**src/rtl/alu_arbiter.sv**
```systemverilog
// Round-robin arbiter sharing one 32-bit ALU between two requesters.
// Operands are registered, one op in flight, result returned with its tag.
module alu (
    input  logic [1:0]  alu_sel,
    input  logic [31:0] a,
    input  logic [31:0] b,
    output logic [31:0] alu_out
);
    always_comb begin
        alu_out = '0;
        unique case (alu_sel)
            2'b00: alu_out = a;
            2'b01: alu_out = a + b;
            2'b10: alu_out = a - b;
            2'b11: alu_out = '0;
            default: alu_out = '0;
        endcase
    end
endmodule

module alu_arbiter #(
    parameter int TAG_W = 4,
    parameter int CNT_W = 16
) (
    input  logic             clk,
    input  logic             rst,
    input  logic             req0_valid,
    output logic             req0_ready,
    input  logic [1:0]       req0_op,
    input  logic [31:0]      req0_a,
    input  logic [31:0]      req0_b,
    input  logic [TAG_W-1:0] req0_tag,
    input  logic             req1_valid,
    output logic             req1_ready,
    input  logic [1:0]       req1_op,
    input  logic [31:0]      req1_a,
    input  logic [31:0]      req1_b,
    input  logic [TAG_W-1:0] req1_tag,
    output logic             rsp0_valid,
    input  logic             rsp0_ready,
    output logic [31:0]      rsp0_data,
    output logic [TAG_W-1:0] rsp0_tag,
    output logic             rsp1_valid,
    input  logic             rsp1_ready,
    output logic [31:0]      rsp1_data,
    output logic [TAG_W-1:0] rsp1_tag,
    output logic             busy,
    output logic [CNT_W-1:0] grant_cnt0,
    output logic [CNT_W-1:0] grant_cnt1
);
    typedef enum logic [1:0] {IDLE, EXEC, RESP} state_t;

    state_t           state_q, state_d;
    logic             rr_last;
    logic             owner;
    logic [1:0]       op_q;
    logic [31:0]      a_q, b_q;
    logic [TAG_W-1:0] tag_q;
    logic [31:0]      alu_out;
    logic             win0, win1;
    logic             accept;
    logic             rsp_done;

    alu u_alu (
        .alu_sel (op_q),
        .a       (a_q),
        .b       (b_q),
        .alu_out (alu_out)
    );

    // On a tie the requester that did not win last time goes first.
    always_comb begin
        win0       = req0_valid && (!req1_valid || rr_last);
        win1       = req1_valid && (!req0_valid || !rr_last);
        req0_ready = (state_q == IDLE) && win0;
        req1_ready = (state_q == IDLE) && win1;
        accept     = req0_ready || req1_ready;
        rsp_done   = owner ? rsp1_ready : rsp0_ready;
        busy       = (state_q != IDLE);
    end

    always_comb begin
        state_d = state_q;
        unique case (state_q)
            IDLE: if (accept) state_d = EXEC;
            EXEC: state_d = RESP;
            RESP: if (rsp_done) state_d = IDLE;
            default: state_d = IDLE;
        endcase
    end

    always_ff @(posedge clk) begin
        if (rst) begin
            state_q    <= IDLE;
            rr_last    <= 1'b1;
            owner      <= 1'b0;
            op_q       <= '0;
            a_q        <= '0;
            b_q        <= '0;
            tag_q      <= '0;
            rsp0_valid <= 1'b0;
            rsp0_data  <= '0;
            rsp0_tag   <= '0;
            rsp1_valid <= 1'b0;
            rsp1_data  <= '0;
            rsp1_tag   <= '0;
            grant_cnt0 <= '0;
            grant_cnt1 <= '0;
        end else begin
            state_q <= state_d;
            if (accept) begin
                owner   <= req1_ready;
                rr_last <= req1_ready;
                op_q    <= req1_ready ? req1_op  : req0_op;
                a_q     <= req1_ready ? req1_a   : req0_a;
                b_q     <= req1_ready ? req1_b   : req0_b;
                tag_q   <= req1_ready ? req1_tag : req0_tag;
            end
            if (req0_ready && grant_cnt0 != '1)
                grant_cnt0 <= grant_cnt0 + CNT_W'(1);
            if (req1_ready && grant_cnt1 != '1)
                grant_cnt1 <= grant_cnt1 + CNT_W'(1);
            if (state_q == EXEC) begin
                if (owner) begin
                    rsp1_valid <= 1'b1;
                    rsp1_data  <= alu_out;
                    rsp1_tag   <= tag_q;
                end else begin
                    rsp0_valid <= 1'b1;
                    rsp0_data  <= alu_out;
                    rsp0_tag   <= tag_q;
                end
            end
            if (state_q == RESP && rsp_done) begin
                if (owner) rsp1_valid <= 1'b0;
                else       rsp0_valid <= 1'b0;
            end
        end
    end
endmodule

```
**config.mk**
```make
export PLATFORM = sky130hd
export DESIGN_NAME = alu_arbiter
export DESIGN_NICKNAME = d
export VERILOG_FILES = /design/src/rtl/alu_arbiter.sv
export SDC_FILE = /design/constraint.sdc
export NUM_CORES = 1
export LEC_CHECK = 0
export BUFFER_PORTS_ARGS = -buffer_cell sky130_fd_sc_hd__buf_2
export CELL_PAD_IN_SITES_DETAIL_PLACEMENT = 0
export CELL_PAD_IN_SITES_GLOBAL_PLACEMENT = 1
export CORE_UTILIZATION = 35
export DETAILED_ROUTE_END_ITERATION = 10
export HOLD_SLACK_MARGIN = 0.02
export PLACE_DENSITY_LB_ADDON = 0.1
export RECOVER_POWER = 50
export SLEW_MARGIN = 25
export SYNTH_ARGS = -nofsm -noshare
export SYNTH_HDL_FRONTEND = slang
export SYNTH_SLANG_ARGS = --single-unit
```
**constraint.sdc**
```tcl
create_clock -name clk -period 3.8 [get_ports clk]
set_clock_uncertainty 0.05 [all_clocks]
set_input_delay 0.95 -clock clk [delete_from_list [all_inputs] [get_ports clk]]
set_output_delay 0.95 -clock clk [all_outputs]
set_load 0.005 [all_outputs]
```
==> out/results.tsv <==
stage	metric	value	unit
yosys	part of the Yosys area used for sequential elements	36.6	%
yosys	fraction of registers with async set or reset after synthesis	0	%
sta	Final Hold Viols	0	
sta	Max Freq	0.269	GHz
route	remaining antenna violation count after routing	0	
grt	via count of the first global-routing pass	8958	
sta	setup repair after global routing missed its margin	true	
yosys	main flop type after synthesis	dfxtp_1	
yosys	post-synthesis instance total	1275	
clock_tree	number of buffers created by CTS	17	
final_layout	final antenna diode count	0	
clock_tree	CTS Buffer Depth	2	
min_path	Min-Delay Path Depth	2	
yosys	per-instance average area after synthesis	7.72	um2
sta	max-slew violation count	141	
sta	fin crit share	97.9	%
clock_tree	root buffer cell	clkbuf_16	
grt	initial antenna violation count	0	
clock_tree	clock sink count	180	
grt	GR Util All Layers	21.7	%
setup_path	arrival time reported for the critical path endpoint	3.92	ns
die	# rows	61	
yosys	number of synthesis warnings	0	
placed_design	RD Place Congestion	0.905	
sta	actual slew at the worst max-slew pin	2.67	ns
setup_path	Critical R2R Launch	b_q[13]	
min_path	worst-case hold path end point	rsp1_tag[0]	
route	detailed-route DRC error count	0	
yosys	number of enable flip-flop cells after synthesis	0	
setup_path	type of element capturing the critical path	register	
route	Vias per Instance	5.18	
final_layout	layout cell share with drive strength beyond 1	20.8	%
yosys	portion of synthesized cell area occupied by the leading cell type	36.6	%
yosys	number of synthesized register bits	180	
setup_path	Critical Path Source Type	register	
placed_design	dpl cells	1879	
die	starting density of the core	35.5	%
route	number of DRC markers in iteration 0	671	
setup_path	Reg2Reg Setup Slack	0.08	ns
run	number of max-cap violations	1	
yosys	net count after synthesis	1458	
placed_design	placed wire-length estimate after detailed placement	23.9	mm
die	Die W	170	um
run_status	violated checks	capacitance limit, slew limit	
clock_tree	H-tree level count	4	
setup_path	terminus of the critical flop-to-flop path	rsp0_data[31]	
die	Vert. Die Dim	170	um
run_status	status	finished with violations	
min_path	class of the tightest hold or removal check	register to register	
placed_design	placed instance area	11700	um2
power_and_ir_drop	leakage power figure	4.93	nW
die	die area	28800	um2
final_layout	Post-layout nets	1711	
route	vias post-DR	9947	
clock_tree	CTS tree	done	
yosys	biggest area contributors in the synthesized netlist	dfxtp_1 (37%), nand2_1 (7.8%), nor2_1 (7.6%)	
power_and_ir_drop	Peak supply drop	0.000289	V
setup_path	highest fanout seen on the critical path	4	
sta	relative slew slack	-78.3	%
clock_tree	clock latency reported for the late side of the worst-skew pair	0.43	ns
grt	largest net degree at the start of global routing	141	
die	Core Area	27700	um2
final_layout	area grow syn2layout	26.0	%
setup_path	R2R depth	14	
min_path	hold path start	rsp1_tag[0]	
route	final WL	31.7	mm
yosys	post-synth design cell area	9850	um2
sta	worst-case hold slack	0.402	ns
power_and_ir_drop	cell area power density	487	nW/um2
placed_design	Buffers on Ports	254	
grt	global-route wire length before repair	49.7	mm
final_layout	fin area	12400	um2
grt	global-route congestion overflow total	0	
route	count of TritonRoute iterations in the first routing pass	5	
sta	final critical-path required period	3.72	ns
final_layout	non-filler cells, final	1919	
sta	endpoints failing setup	0	
route	wire length per cell	16.5	um
yosys	count of unique library cells instantiated by Yosys	61	
yosys	cell type with the highest aggregate area in the netlist	dfxtp_1	
die	number of placed I/O pins	255	
setup_path	Crit Path Class	register to register	
clock_tree	Clock transition at path regs	0.07	ns
setup_path	Worst EP required	4.01	ns
setup_path	launching element of the worst setup path	b_q[13]	
-- cell type report --
class	instances	area [um2]
sequential	180	3600
multi-input combinational	978	5960
fill	2964	15300
clock inverter	13	139
tap	378	473
timing repair buffer	315	1670
inverter	36	135
clock buffer	19	433
-- how the worst max path moves through the flow --
stage | endpoint | slack, ns
after floorplan | rsp0_data[31] | 0.05
after global placement | rsp0_data[31] | -0.002
after detailed placement | rsp0_data[31] | -0.04
after CTS | rsp0_data[31] | 0.02
after global routing | rsp0_data[31] | -0.10
final | rsp0_data[31] | 0.08
-- cell usage in the layout, fill, tap and decap left out, types with 16 or more instances in the layout --
cell         n
xnor2_1     49
nor3_1      27
clkbuf_16   17
dfxtp_1    179
or3_1       21
ha_1        34
a21oi_1     77
nor2_1     198
inv_1       35
nand2_1    203
a211oi_1    57
buf_4       57
clkbuf_1    64
buf_2      188
nand3_1     16
o21ai_0     26
a311oi_1    75
-- through the flow --
step | setup TNS (ns) | setup slack (ns) | total power [W] | utilization (%)
CTS | 0 | 0.0195 | 0.00600 | 44.5
floorplan | 0 | 0.0522 | 0.00351 | -
finish | 0 | 0.0804 | 0.00604 | 44.8
detailed placement | -0.0732 | -0.0382 | 0.00422 | 42.4
global route | -0.409 | -0.102 | 0.00643 | 44.8
global placement | -0.00181 | -0.00181 | 0.00422 | 42.4
-- sequential cells by signal, summed over array words and instances (netlist names), 4 cells and up, named ones only --
name / flops
grant_cnt0: 16
grant_cnt1: 16
rsp0_data: 32
rsp1_tag: 4
rsp1_data: 32
b_q: 32
rsp0_tag: 4
tag_q: 4
a_q: 32
-- routing by layer --
layer / share of wire, % / GRT usage (%) / vias up
li1: - / - / 5086
met1: 55 / 35.4 / 4559
met2: 39 / 28.5 / 291
met3: 5.2 / 4.17 / 11
met4: 0.57 / 3.84 / 0
met5: 0 / 0 / -
-- synth_stat cells (7+ instances only) --
| master | instances |
|---|---|
| nand4_1 | 14 |
| o21ai_0 | 29 |
| xnor2_1 | 50 |
| nand3_1 | 16 |
| o21a_1 | 7 |
| ha_1 | 36 |
| or3_1 | 21 |
| xor2_1 | 12 |
| and3_1 | 15 |
| nor3_1 | 30 |
| dfxtp_1 | 180 |
| a211oi_1 | 58 |
| nor2_1 | 200 |
| buf_1 | 14 |
| nand2_1 | 204 |
| o21bai_1 | 8 |
| a311oi_1 | 75 |
| a21oi_1 | 85 |
| a21o_1 | 14 |
| a31oi_1 | 8 |
| a22oi_1 | 12 |
| inv_1 | 35 |
| clkbuf_1 | 67 |
-- worst max-delay path, stage by stage (launching register included) --
cell,delay [ns]
dfxtp_2,0.32
or4_4,0.57
nor4_4,0.31
and4b_2,0.34
a21oi_2,0.07
xnor2_1,0.13
ha_1,0.36
nand4_1,0.17
nor3_2,0.25
o211ai_1,0.11
buf_4,0.17
buf_4,0.14
and3_1,0.19
nor4b_4,0.23
a311oi_1,0.12
-- kinds of logic after synthesis --
kind of cell	count (synthesis)	synth area share, %
flip-flops	180	36.6
AO/OA/AOI/OAI	332	23.7
XOR/XNOR	63	5.68
AND/OR/NAND/NOR	540	24.2
multiplexers	6	0.635
adder cells (fa/ha/maj)	37	4.78
buffers and inverters	117	4.46
-- power by group --
part	switching [W]	internal [W]	leakage, nW
registers	0.000158	0.00204	1.47
clock network	0.000843	0.000930	0.271
logic	0.00120	0.000875	3.19
total	0.00220	0.00384	4.93
-- repair_timing --
action                     4_1_cts  5_1_grt
setup buffers                    0        8
resized for setup                0       34
pin swaps                        2       20
setup endpoints to repair        2       25
hold buffers                     0        0
Note: power is estimated with default switching activity, not from simulation.
